--- src/rtl/mips_pkg.sv ---
// Shared register-file constants and the write-back entry type.
// Latency: none (types and constants only).
// Backpressure: not applicable.
package mips_pkg;

    localparam int REG_ADDR_W = 5;
    localparam int DATA_W     = 32;
    localparam logic [REG_ADDR_W-1:0] REG_ZERO = 5'd0;

    // One buffered register write: destination plus result.
    typedef struct packed {
        logic [REG_ADDR_W-1:0] dest;
        logic [DATA_W-1:0]     data;
    } wb_entry_t;

    // Which source owns the write port in a given cycle.
    typedef enum logic [1:0] {
        SEL_IDLE  = 2'd0,
        SEL_FORCE = 2'd1,
        SEL_ALU   = 2'd2,
        SEL_DRAIN = 2'd3
    } wb_sel_e;

endpackage

--- src/rtl/wb_fifo.sv ---
// Synchronous FIFO holding pending mul/div register writes.
// Latency: a pushed entry is visible at head the cycle after the push edge.
// Backpressure: push is ignored when full, pop is ignored when empty; no pass-through.
module wb_fifo
    import mips_pkg::*;
#(
    parameter int DEPTH = 2
) (
    input  logic      clk,
    input  logic      rst,
    input  logic      push,
    input  logic      pop,
    input  wb_entry_t wdata,
    output logic      full,
    output logic      empty,
    output wb_entry_t head
);

    localparam int PTR_W = (DEPTH > 1) ? $clog2(DEPTH) : 1;
    localparam int CNT_W = $clog2(DEPTH + 1);

    wb_entry_t          mem [DEPTH];
    logic [PTR_W-1:0]   wr_ptr;
    logic [PTR_W-1:0]   rd_ptr;
    logic [CNT_W-1:0]   count;
    logic               do_push;
    logic               do_pop;

    assign full    = (count == CNT_W'(DEPTH));
    assign empty   = (count == '0);
    assign do_push = push && !full;
    assign do_pop  = pop && !empty;
    assign head    = mem[rd_ptr];

    // Storage is not reset: entries are only ever read while count says they are valid.
    always_ff @(posedge clk) begin
        if (do_push) begin
            mem[wr_ptr] <= wdata;
        end
    end

    // Pointers wrap naturally because DEPTH is a power of two; count tracks occupancy.
    always_ff @(posedge clk or negedge rst) begin
        if (!rst) begin
            wr_ptr <= '0;
            rd_ptr <= '0;
            count  <= '0;
        end else begin
            if (do_push) begin
                wr_ptr <= wr_ptr + 1'b1;
            end
            if (do_pop) begin
                rd_ptr <= rd_ptr + 1'b1;
            end
            if (do_push && !do_pop) begin
                count <= count + 1'b1;
            end else if (do_pop && !do_push) begin
                count <= count - 1'b1;
            end
        end
    end

endmodule

--- src/rtl/gpr_write_arbiter.sv ---
// Merges the ALU result stream and buffered mul/div results onto the single register-file write port.
// Latency: ALU result at N is written out at N+1; mul/div result accepted at N is written out at N+2 at the earliest.
// Backpressure: mdReady = !full; aluStall stalls the ALU only when a starved FIFO head is forced through.
module gpr_write_arbiter
    import mips_pkg::*;
#(
    parameter int DEPTH        = 2,
    parameter int STARVE_LIMIT = 4
) (
    input  logic                  clk,
    input  logic                  rst,
    input  logic                  aluValid,
    input  logic [REG_ADDR_W-1:0] aluDest,
    input  logic [DATA_W-1:0]     aluData,
    output logic                  aluStall,
    input  logic                  mdValid,
    output logic                  mdReady,
    input  logic [REG_ADDR_W-1:0] mdDest,
    input  logic [DATA_W-1:0]     mdData,
    output logic                  regWrite,
    output logic [REG_ADDR_W-1:0] a3,
    output logic [DATA_W-1:0]     writeSrc,
    output logic                  mdPending
);

    localparam int SC_W = $clog2(STARVE_LIMIT + 1);

    wb_sel_e        sel;
    wb_entry_t      head;
    wb_entry_t      push_entry;
    logic           fifo_full;
    logic           fifo_empty;
    logic           fifo_pop;
    logic           md_push;
    logic [SC_W-1:0] starve_cnt;

    // Results for r0 are accepted but never stored, so they can never reach the port.
    assign mdReady    = !fifo_full;
    assign md_push    = mdValid && mdReady && (mdDest != REG_ZERO);
    assign push_entry = '{dest: mdDest, data: mdData};

    wb_fifo #(
        .DEPTH (DEPTH)
    ) u_fifo (
        .clk   (clk),
        .rst   (rst),
        .push  (md_push),
        .pop   (fifo_pop),
        .wdata (push_entry),
        .full  (fifo_full),
        .empty (fifo_empty),
        .head  (head)
    );

    // Slot owner for this cycle: a starved head beats the ALU, the ALU beats a normal drain.
    always_comb begin
        sel = SEL_IDLE;
        if (!fifo_empty && (starve_cnt == SC_W'(STARVE_LIMIT))) begin
            sel = SEL_FORCE;
        end else if (aluValid && (aluDest != REG_ZERO)) begin
            sel = SEL_ALU;
        end else if (!fifo_empty) begin
            sel = SEL_DRAIN;
        end
    end

    assign aluStall = (sel == SEL_FORCE);
    assign fifo_pop = (sel == SEL_FORCE) || (sel == SEL_DRAIN);

    // Register the winning write; address and data hold when the port goes idle.
    always_ff @(posedge clk or negedge rst) begin
        if (!rst) begin
            regWrite <= 1'b0;
            a3       <= REG_ZERO;
            writeSrc <= '0;
        end else begin
            regWrite <= (sel != SEL_IDLE);
            if (sel == SEL_ALU) begin
                a3       <= aluDest;
                writeSrc <= aluData;
            end else if (fifo_pop) begin
                a3       <= head.dest;
                writeSrc <= head.data;
            end
        end
    end

    // Count cycles the head has waited; saturates so the forced drain condition stays asserted.
    always_ff @(posedge clk or negedge rst) begin
        if (!rst) begin
            starve_cnt <= '0;
        end else if (fifo_empty || fifo_pop) begin
            starve_cnt <= '0;
        end else if (starve_cnt != SC_W'(STARVE_LIMIT)) begin
            starve_cnt <= starve_cnt + 1'b1;
        end
    end

    // Pending covers both queued entries and a mul/div write sitting in the output register.
    always_ff @(posedge clk or negedge rst) begin
        if (!rst) begin
            mdPending <= 1'b0;
        end else begin
            mdPending <= md_push || !fifo_empty;
        end
    end

endmodule

--- config.mk ---
export PLATFORM = sky130hd
export DESIGN_NAME = gpr_write_arbiter
export DESIGN_NICKNAME = d
export VERILOG_FILES = /design/src/rtl/mips_pkg.sv /design/src/rtl/wb_fifo.sv /design/src/rtl/gpr_write_arbiter.sv
export SDC_FILE = /design/constraint.sdc
export NUM_CORES = 1
export LEC_CHECK = 0
export ABC_AREA = 1
export BUFFER_PORTS_ARGS = -buffer_cell sky130_fd_sc_hd__buf_2
export CORE_UTILIZATION = 40
export CTS_BUF_LIST = sky130_fd_sc_hd__clkbuf_2
export DETAILED_ROUTE_END_ITERATION = 12
export PLACE_DENSITY = 0.71
export SYNTH_ARGS = -nofsm -noshare
export SYNTH_HDL_FRONTEND = slang
export SYNTH_SLANG_ARGS = --single-unit
--- constraint.sdc ---
create_clock -name clk -period 3.07 [get_ports clk]
set_input_delay 0.614 -clock clk [delete_from_list [all_inputs] [get_ports clk]]
set_output_delay 0.614 -clock clk [all_outputs]
set_load 0.01 [all_outputs]
======== After elaboration in Yosys (flattened, before gate mapping) ========
Memories as Yosys holds them, arrays and structs flattened.
Index checks and enable logic that the tools add are counted.
Widths: inputs -> output; s select.
operators by class
  add/sub/neg operators ................... 5
  reduce and logical (&&, ||, !) cells .... 22
  eq/ne operators ......................... 6
  multiplexer cells ....................... 13
operator list
  cell                 count
  $mux 32              2
  $mux 2               5
  $mux 5               2
  $reduce_bool 5->1    2
  $logic_and 1x1->1    8
  $reduce_bool 2->1    4
  $eq 2x2->1 const B   3
  $mux 3               2
  $logic_not 1->1      4
  $add 3x1->3 const B  1
  $eq 3x3->1 const B   1
  $logic_or 1x1->1     3
  $ne 3x3->1 const B   1
  $add 1x1->1 const B  2
  $add 2x1->2 const B  1
  $eq 2x1->1 const B   1
  $logic_not 2->1      1
  $mux 1               2
  $sub 2x1->2 const B  1
word-level totals
  memories kept ........................... 1
  memory bits (writable) .................. 74
  output and inout port bits .............. 41
  bits in registers ....................... 46
  logic and storage cells ................. 55
  bits of input ports ..................... 78
memories
  name        depth  bits a word  rd ports  clocked after Yosys merged registers in  write ports  line           text
  u_fifo.mem  2      37           1         0                                        1            wb_fifo.sv:22  wb_entry_t mem [DEPTH];

======== Longest topological paths before layout ========
Gate-level depths: netlist of run 1.
  depth in word-level cells ............... 10
  gate-level depth with buffers ........... 11
  mapped depth without buffers ............ 11

======== Hierarchy ========
Synthesis of run 1 repeated with hierarchy kept, for this count alone.
unflattened totals
  cell total of the unflattened synthesis .. 471
  area total of the unflattened synthesis .. 5024.8 sq um
by module, submodules not included
  module             times used  sequential area each (sq um)  area an instance (sq um)  cells each
  wb_fifo            1           2322.2                        2942.8                    225
  gpr_write_arbiter  1           1051.0                        2082.0                    246

======== Least setup slack after synthesis of run 1 ========
No wires, ideal clock.
  path kind ............................... in2reg
  from .................................... input port mdValid
  to ...................................... memory u_fifo.mem[1][0] (netlist name) (enable)
  data required time ...................... 2.637 ns
  stages .................................. 3
  path buffers ............................ 0
  library setup time ...................... 0.433 ns
  data arrival time ....................... 2.480 ns
  slack ................................... 0.157 ns
  path through ............................ a21boi_0 > nand2_1 > nor2_1
on the way
  longest elaborated chain between the ends .. 5
RTL lines
  element                          line                     text
  start, declared                  gpr_write_arbiter.sv:16  input logic mdValid,
  $logic_and 1x1->1 (2 in series)  gpr_write_arbiter.sv:39  assign md_push = mdValid && mdReady && (mdDest != REG_ZERO);
  $logic_and 1x1->1                wb_fifo.sv:31            assign do_push = push && !full;
  $mux 1                           wb_fifo.sv:37            if (do_push) begin
  $mux 1 (implied by the code)     wb_fifo.sv:38            mem[wr_ptr] <= wdata;
  end, declared                    wb_fifo.sv:22
Every way passes these cells.

======== Final worst setup path of run 1 ========
  from .................................... register starve_cnt[0]
  to ...................................... output port aluStall
on the way
  longest elaborated chain between the ends .. 4
RTL lines
  element                 line                     text
  start, declared         gpr_write_arbiter.sv:35  logic [SC_W-1:0] starve_cnt;
  start signal, assigned  gpr_write_arbiter.sv:95  starve_cnt <= starve_cnt + 1'b1;
  $eq 3x3->1              gpr_write_arbiter.sv:58  if (!fifo_empty && (starve_cnt == SC_W'(STARVE_LIMIT))) begin
  $logic_and 1x1->1       gpr_write_arbiter.sv:58
  $mux 2                  gpr_write_arbiter.sv:58
  $eq 2x1->1              gpr_write_arbiter.sv:67  assign aluStall = (sel == SEL_FORCE);
  end, declared           gpr_write_arbiter.sv:15  output logic aluStall,
Every way passes these cells.

==> results of run 1 <==
==> power breakdown <==
part,leakage [nW],switching [mW],total (mW),internal [mW]
registers,1.22,0.272,2.50,2.23
clock network,0.163,0.556,1.09,0.538
logic,1.57,0.912,1.52,0.611
total,2.95,1.74,5.12,3.38
==> flip-flops by register name (all words and copies together) (netlist names) <==
name / flops
a3: 5
mdPending: 1
regWrite: 1
starve_cnt: 3
u_fifo.count: 2
u_fifo.mem: 74
u_fifo.rd_ptr: 1
u_fifo.wr_ptr: 1
writeSrc: 32
==> layout by cell type (no fill, tap or decap), types with 3 or more instances in the layout <==
cell | Yosys | routed
buf_2 | 9 | 118
buf_4 | 7 | 6
bufinv_16 | 0 | 4
clkbuf_2 | 0 | 21
clkinv_2 | 0 | 4
dfrtp_1 | 46 | 45
edfxtp_1 | 74 | 74
ha_1 | 3 | 3
inv_1 | 45 | 45
mux2i_1 | 37 | 37
nand2_1 | 122 | 122
nand3_1 | 17 | 17
nand3_2 | 21 | 21
nand4_1 | 37 | 37
nor2_1 | 6 | 4
nor3_1 | 3 | 3
==> layout make-up <==
| type | count | area [um^2] | area share [%] |
|---|---|---|---|
| sequential | 120 | 3370 | 54.2 |
| multi-input combinational | 260 | 1560 | 25.0 |
| timing repair buffer | 124 | 636 | 10.2 |
| tap | 172 | 215 | 3.46 |
| inverter | 47 | 179 | 2.87 |
| clock inverter | 11 | 155 | 2.49 |
| clock buffer | 21 | 105 | 1.69 |
| antenna | 2 | 5.00 | 0.0804 |
==> metal layers <==
metal  vias up  GRT usage, %  share of wire (%)
li1       1779             -                  -
met1      1717          21.4                 43
met2       117          29.3                 49
met3        22          5.86                5.4
met4         2          7.09                2.0
met5         -             0               0.11
==> path summary, 6_finish.rpt <==
| path | slack (ns) | end | depth (start not counted) |
|---|---|---|---|
| worst max-delay path | 0.59 | aluStall | 7 |
| min in group clk | 0.13 | u_fifo.mem[1][26]$_DFFE_PP_ | 1 |
| max in group asynchronous | 2.22 | u_fifo.rd_ptr$_DFFE_PN0P_ | 1 |
| worst min register to register | 0.50 | writeSrc[4]$_DFFE_PN0P_ | 2 |
| worst min-delay path | 0.12 | writeSrc[27]$_DFFE_PN0P_ | 1 |
| worst max register to register | 0.98 | u_fifo.mem[1][34]$_DFFE_PP_ | 5 |
==> cells by family (layout without fill, tap and decap cells) <==
kind of cell,after synthesis,count (layout)
compound gates,3,3
simple gates,214,214
fa+ha+maj,3,3
flops,120,120
other cells,0,2
mux,37,37
xor+xnor,3,3
buf+inv,74,203
==> worst reg2reg max path, cell delays in order (launching register included) <==
cell and delay (ns):
dfrtp_1 0.41, inv_2 0.07, a21boi_0 0.18, nand2_1 0.20
nor2_4 0.49, buf_4 0.41
==> per-stage QoR <==
stage               worst slack, ns  cells
detailed placement            0.499    723
floorplan                     0.157    454
finish                        0.591    757
global route                  0.437    755
global placement              0.569    723
CTS                           0.545    755
==> results_tabular.tex, run 1 <==
\begin{tabular}{lr}
\hline
Metric & Value \\
\hline
\multicolumn{2}{l}{\textbf{Timing}} \\
\quad Pins Over Slew Limit & 0 \\
\quad Unrepaired setup endpoints after global routing & false \\
\quad Maximum clock rate & 0.403 GHz \\
\quad Time the worst path needs with I/O delays and setup & 2.48 ns \\
\quad Post-Route Skew & 0.0344 ns \\
\quad Period utilization & 80.7\% \\
\quad Number of endpoints with negative hold slack in the final report & 0 \\
\quad Final-report setup violation count & 0 \\
\quad Relative slew slack & a little under a third \\
\quad Setup TNS after final layout & 0 ns \\
\quad Transition time at the pin with the least slew margin & 1.05 ns \\
\quad Worst hold slack & 0.116 ns \\
\multicolumn{2}{l}{\textbf{Flow run}} \\
\quad Number of maximum-capacitance constraint violations & 0 \\
\multicolumn{2}{l}{\textbf{Min path}} \\
\quad Min-delay worst type & input pin to async pin \\
\multicolumn{2}{l}{\textbf{Logic synthesis}} \\
\quad Area share of the largest cell type after synthesis & 42.3\% \\
\quad Post-synthesis compound-gate area fraction & 0.333\% \\
\quad Post-synthesis share of cell area spent on xor and xnor gates & 0.500\% \\
\quad Nets in the synthesized netlist & 535 \\
\quad Mapped cell area & about 5300 um\^{}2 \\
\quad Predominant post-synthesis flop cell & edfxtp\_1 \\
\quad Number of register bits inferred by synthesis & 120 \\
\quad Most frequent cell after synthesis & nand2\_1 \\
\quad Most frequent cells after synthesis & 122 x nand2\_1, 74 x edfxtp\_1, 46 x dfrtp\_1, 45 x inv\_1 \\
\quad Register area share after synthesis & 64.2\% \\
\quad Synth area leader & edfxtp\_1 \\
\quad Warnings, synthesis & 0 \\
\quad Cells after Synth & 454 \\
\quad Adder and majority cell fraction of the synthesized area & 0.714\% \\
\quad Post-synthesis simple-gate area fraction & between 20\% and 30\% \\
\quad Dominant combinational cell family by area after synthesis & simple AND/OR/NAND/NOR gates \\
\quad Count of cell types in the netlist & 29 \\
\quad Synthesized area per cell & 11.6 um\^{}2 \\
\quad Multiplexer share of the synthesized area & 7.05\% \\
\quad Top area cells in the synthesized netlist & edfxtp\_1 42\%, dfrtp\_1 22\%, nand2\_1 8.7\% \\
\quad Async set or reset register ratio after synthesis & 38.3\% \\
\quad Post-synth EDFFs & between 70 and 80 \\
\multicolumn{2}{l}{\textbf{Clock network}} \\
\quad TritonCTS clock tree & built \\
\quad Number of sinks handled by clock tree synthesis & 120 \\
\quad CTS buffer count & 17 \\
\quad Clock-pin transition on the worst setup and hold timing paths & 0.17 ns \\
\quad Clock insertion delay at the later pin of the skew report & 0.66 ns \\
\quad \# Post-CTS Setup Buffers & 0 \\
\quad Count of H-tree levels built during CTS & 4 \\
\quad Cts repair resizes & 0 \\
\quad Post-CTS Hold Fix Bufs & 0 \\
\quad Root buffer cell & clkbuf\_2 \\
\quad Worst-case clock buffer depth & 2 \\
\multicolumn{2}{l}{\textbf{Floorplanning}} \\
\quad Number of placement rows & 41 \\
\quad Chip width & 117 um \\
\quad Die ar. & 13600 um\^{}2 \\
\quad Area of the core & 12700 um\^{}2 \\
\quad Number of ports placed on the die boundary & 119 \\
\quad DIE HEIGHT & about 120 um \\
\quad Starting density of the core & 41.3\% \\
\multicolumn{2}{l}{\textbf{Power}} \\
\quad Pwr Total & 5.12 mW \\
\quad Power density of the placed cells & 822 nW/um\^{}2 \\
\quad Maximum vdd drop & 0.000288 V \\
\quad Leakage power summed over all cells & 2.95 nW \\
\multicolumn{2}{l}{\textbf{Cells and area}} \\
\quad Fraction of layout cells with a size suffix above 1 & 31.9\% \\
\quad Fill cell total of the finished layout & 1221 \\
\quad Share of the core filled with cells in the final layout & 48.9\% \\
\quad Final net count & about 650 \\
\quad Synthesis-to-layout area growth & 18.5\% \\
\quad Final std cell area, no fill & 6230 um\^{}2 \\
\multicolumn{2}{l}{\textbf{Setup path}} \\
\quad Capturing element type of the critical path & primary output \\
\quad Cell family with the largest share of critical-path delay & flip-flops \\
\quad CP Data Required Time & 2.46 ns \\
\quad Arrival time of the worst setup path & 1.86 ns \\
\quad Most common cell on crit path & inv\_1 \\
\quad Max Fanout on Critical Path & 10 \\
\quad Startpoint of the most critical setup path & starve\_cnt[0]\$\_DFFE\_PN0P\_ \\
\quad Buffer and inverter count on the worst path & 4 \\
\quad Delay of the slowest critical-path stage & 0.41 ns \\
\quad CP startpoint kind & flip-flop \\
\quad Startpoint of the worst-slack reg-to-reg timing path & u\_fifo.count[0]\$\_DFFE\_PN0P\_ \\
\quad Worst path slowest cell & dfrtp\_1 \\
\quad Type of the setup path with the least slack & flip-flop to primary output \\
\quad Critical path cell sequence & inv\_1, ha\_1, nand2\_1, inv\_1, nand2\_2, inv\_1, buf\_2 \\
\multicolumn{2}{l}{\textbf{Placed design}} \\
\quad Post-DP Area & about 6000 um\^{}2 \\
\quad Final estimated routing congestion in global placement & $\sim$0.74 \\
\quad Count of input and output buffers & around 120 \\
\quad Post-detailed-placement half-perimeter wirelength & 7860 um \\
\multicolumn{2}{l}{\textbf{Detailed routing}} \\
\quad Iteration-0 DRC Markers & 242 \\
\quad DR vias/cell & 4.80 \\
\quad Number of design rule violations left after detail routing & 0 \\
\quad Antenna-violating nets left & 0 \\
\quad Via count of the routed design & 3637 \\
\quad DR WL/cell & 15.0 um \\
\quad Total length of routed wires & roughly 11000 um \\
\quad DR pass1 iterations & 5 \\
\multicolumn{2}{l}{\textbf{GRT}} \\
\quad Wire length of the first global-routing pass & 17800 um \\
\quad Number of global-route vias before repair & between 3k and 4k \\
\quad Pin count of the biggest net entering global routing & 47 \\
\quad Global-route total usage across every layer & approximately 18\% \\
\quad Final global-route overflow total & 0 \\
\quad Antenna violations before repair & 1 \\
\multicolumn{2}{l}{\textbf{Run status}} \\
\quad Result of the run & completed \\
\hline
\end{tabular}
(Power assumes the default switching activity.)
==> inputs of run 2 (changes only) <==
PLACE_DENSITY = 0.73   (was 0.71)
clock period = 2.25 ns   (was 3.07 ns; I/O delays follow)
==> run 2 against run 1 <==
Wire length is 7.1% higher; clock skew rose by 0.0043 ns; global-route usage up 1.3 points; final cell count up 6.6%; clock power up 67%.
==> results_tabular.tex, run 2 (same netlist as run 1, synthesis figures left out) <==
\begin{tabular}{lr}
\hline
Metric & Value \\
\hline
\multicolumn{2}{l}{\textbf{Power}} \\
\quad Power density of the placed cells & 1100 nW/um\^{}2 \\
\quad Comb pwr share & around 31\% \\
\quad Internal power contribution & 4.98 mW \\
\quad Switching component of the power & $\sim$2.5 mW \\
\quad Relative contribution of the clock network to total power & around a quarter \\
\quad Maximum vdd drop & 0.000361 V \\
\quad Proportion of total power due to net switching & approximately a third \\
\quad Seq pwr share & between 40\% and 50\% \\
\quad Leakage power summed over all cells & approximately 3.2 nW \\
\multicolumn{2}{l}{\textbf{Floorplanning}} \\
\quad Area of the core & 12700 um\^{}2 \\
\quad Number of placement rows & slightly above 40 \\
\quad Starting density of the core & between 40\% and 50\% \\
\quad Number of ports placed on the die boundary & around 120 \\
\quad Chip width & 117 um \\
\quad Die ar. & 13600 um\^{}2 \\
\quad DIE HEIGHT & 117 um \\
\multicolumn{2}{l}{\textbf{Timing}} \\
\quad Period utilization & 94.4\% \\
\quad Relative slew slack & 65.1\% \\
\quad Post-Route Skew & 0.0387 ns \\
\quad Pins Over Slew Limit & 0 \\
\quad Number of endpoints with negative hold slack in the final report & 0 \\
\quad Maximum clock rate & about 0.47 GHz \\
\quad Transition time at the pin with the least slew margin & 0.523 ns \\
\quad Unrepaired setup endpoints after global routing & false \\
\quad Final-report setup violation count & 0 \\
\quad Setup TNS after final layout & 0 ns \\
\quad Time the worst path needs with I/O delays and setup & 2.12 ns \\
\multicolumn{2}{l}{\textbf{GRT}} \\
\quad Global-route total usage across every layer & 19.0\% \\
\quad Number of global-route vias before repair & 4037 \\
\quad Antenna violations before repair & 0 \\
\quad Final global-route overflow total & 0 \\
\quad Pin count of the biggest net entering global routing & 47 \\
\quad Wire length of the first global-routing pass & 19100 um \\
\multicolumn{2}{l}{\textbf{Setup path}} \\
\quad Buffer and inverter count on the worst path & 4 \\
\quad Capturing element type of the critical path & primary output \\
\quad Startpoint of the worst-slack reg-to-reg timing path & starve\_cnt[0]\$\_DFFE\_PN0P\_ \\
\quad CP Data Required Time & 1.80 ns \\
\quad Register-to-Register Path Depth & 13 \\
\quad Reg2Reg Setup Slack & 0.16 ns \\
\quad CP startpoint kind & flip-flop \\
\quad Delay of the slowest critical-path stage & 0.42 ns \\
\quad Type of the setup path with the least slack & flip-flop to primary output \\
\quad Critical path cell sequence & inv\_1, ha\_2, nand2\_1, inv\_1, nand2\_2, inv\_2, buf\_6 \\
\quad Terminus of the critical flop-to-flop path & u\_fifo.count[1]\$\_DFFE\_PN0P\_ \\
\quad Arrival time of the worst setup path & 1.67 ns \\
\quad Cell family with the largest share of critical-path delay & flip-flops \\
\quad Most common cell on crit path & inv\_1 \\
\quad Worst path slowest cell & dfrtp\_1 \\
\quad Max Fanout on Critical Path & 3 \\
\multicolumn{2}{l}{\textbf{Clock network}} \\
\quad Clock insertion delay at the later pin of the skew report & 0.69 ns \\
\quad Worst-case clock buffer depth & 2 \\
\quad CTS buffer count & 17 \\
\quad Root buffer cell & clkbuf\_2 \\
\quad Count of H-tree levels built during CTS & 4 \\
\quad Clock-pin transition on the worst setup and hold timing paths & 0.22 ns \\
\quad TritonCTS clock tree & built \\
\quad Number of sinks handled by clock tree synthesis & between 100 and 150 \\
\multicolumn{2}{l}{\textbf{Min path}} \\
\quad Worst Hold Path EP & writeSrc[26]\$\_DFFE\_PN0P\_ \\
\quad Min-delay worst type & input pin to flip-flop \\
\quad Hold-critical path depth & 5 \\
\quad Startpoint of the worst hold path & aluData[26] \\
\multicolumn{2}{l}{\textbf{Placed design}} \\
\quad Final estimated routing congestion in global placement & 0.759 \\
\quad Post-detailed-placement half-perimeter wirelength & 7710 um \\
\quad Count of input and output buffers & around 120 \\
\multicolumn{2}{l}{\textbf{Detailed routing}} \\
\quad DR pass1 iterations & 4 \\
\quad DR vias/cell & 4.81 \\
\quad Antenna-violating nets left & 0 \\
\quad Via count of the routed design & 3884 \\
\quad Number of design rule violations left after detail routing & 0 \\
\quad DR WL/cell & 15.1 um \\
\quad Iteration-0 DRC Markers & 195 \\
\quad Total length of routed wires & approximately 12000 um \\
\multicolumn{2}{l}{\textbf{Cells and area}} \\
\quad Final net count & roughly 700 \\
\quad Fraction of layout cells with a size suffix above 1 & 32.0\% \\
\quad Synthesis-to-layout area growth & 30.1\% \\
\quad Max reg flops & 74 \\
\quad Leading cell types in the layout, fill and taps excluded & 122 x nand2\_1, 117 x buf\_2, 74 x edfxtp\_1 \\
\quad Register bank with the most flops & u\_fifo.mem \\
\quad Share of the core filled with cells in the final layout & 53.8\% \\
\quad Top flop regs & u\_fifo.mem: 74 flops, writeSrc: 32 flops, a3: 5 flops \\
\quad Leading cell type in the layout, fill and taps excluded & nand2\_1 \\
\multicolumn{2}{l}{\textbf{Run status}} \\
\quad Result of the run & completed \\
\multicolumn{2}{l}{\textbf{Flow run}} \\
\quad Number of maximum-capacitance constraint violations & 0 \\
\hline
\end{tabular}
-- run 2: changes by cell type in the layout (fill, tap and decap cells not counted), sizes merged --
| cell | delta |
|---|---|
| dlygate4sd3 | +38 |
| buf | +12 |
| clkbuf | -3 |
| bufinv | +2 |
| bufbuf | +1 |
| clkinv | -1 |
| clkinvlp | +1 |
| diode | -1 |
| inv | +1 |
-- run 2: power groups by stage --
stage | sequential (mW) | combinational [mW] | clock [mW]
global placement | 3.41 | 2.15 | 0
floorplan | 3.48 | 1.36 | 0
CTS | 3.39 | 2.30 | 1.85
finish | 3.39 | 2.29 | 1.82
global route | 3.46 | 2.54 | 1.94
detailed placement | 3.44 | 2.20 | 0
-- run 2: layout make-up --
class	count	area, um^2
clock buffers	18	90.1
inverters	47	179
well taps	172	215
multi-input cells	260	1560
clock inverters	14	248
diodes	1	2.50
fillers	1146	5880
flip-flops and latches	120	3370
repair buffers	175	1170
-- run 2: worst max-delay path by stage --
| stage | from | end | slack [ns] | depth (start not counted) |
|---|---|---|---|---|
| floorplan | mdValid | u_fifo.mem[1][0]$_DFFE_PP_ | 0.11 | 3 |
| global placement | aluDest[0] | u_fifo.count[1]$_DFFE_PN0P_ | 0.40 | 9 |
| detailed placement | aluDest[0] | u_fifo.count[1]$_DFFE_PN0P_ | 0.39 | 9 |
| CTS | starve_cnt[0]$_DFFE_PN0P_ | aluStall | 0.01 | 8 |
| global route | starve_cnt[0]$_DFFE_PN0P_ | aluStall | 0.006 | 7 |
| finish | starve_cnt[0]$_DFFE_PN0P_ | aluStall | 0.13 | 7 |
-- run 2: worst min-delay path: cells and delay by family --
| kind | cells | cell delay, ns |
|---|---|---|
| AND/OR/NAND/NOR | 3 | 0.21 |
| buffers and inverters | 2 | 0.10 |
-- run 2: through the flow --
stage / worst slack, ns / hold slack [ns] / instance area [um^2] / std cells / total power [mW]
finish: 0.125 / 0.0851 / 6840 / 807 / 7.49
global route: 0.00586 / 0.0281 / 6840 / 806 / 7.94
CTS: 0.0120 / 0.0443 / 6840 / 805 / 7.54
detailed placement: 0.387 / 0.459 / 6040 / 730 / 5.64
global placement: 0.400 / 0.453 / 6040 / 730 / 5.56
floorplan: 0.109 / 0.154 / 5260 / 454 / 4.83
-- run 2: what timing repair did --
item | in CTS | in global routing
hold buffers | 38 | 0
gates resized for setup | 6 | 0
pin swaps | 1 | 1
endpoints found under the hold margin | 120 | 0
buffers inserted | 4 | 2
cloned | 1 | 0
setup endpoints to repair | 1 | 1
-- run 2: routing by layer --
metal | track usage (%) | up-vias | wire length (um)
li1 | - | 1887 | -
met1 | 22.1 | 1833 | 4880
met2 | 32.4 | 138 | 6260
met3 | 5.19 | 26 | 732
met4 | 9.79 | 0 | 304
met5 | 0 | - | 0
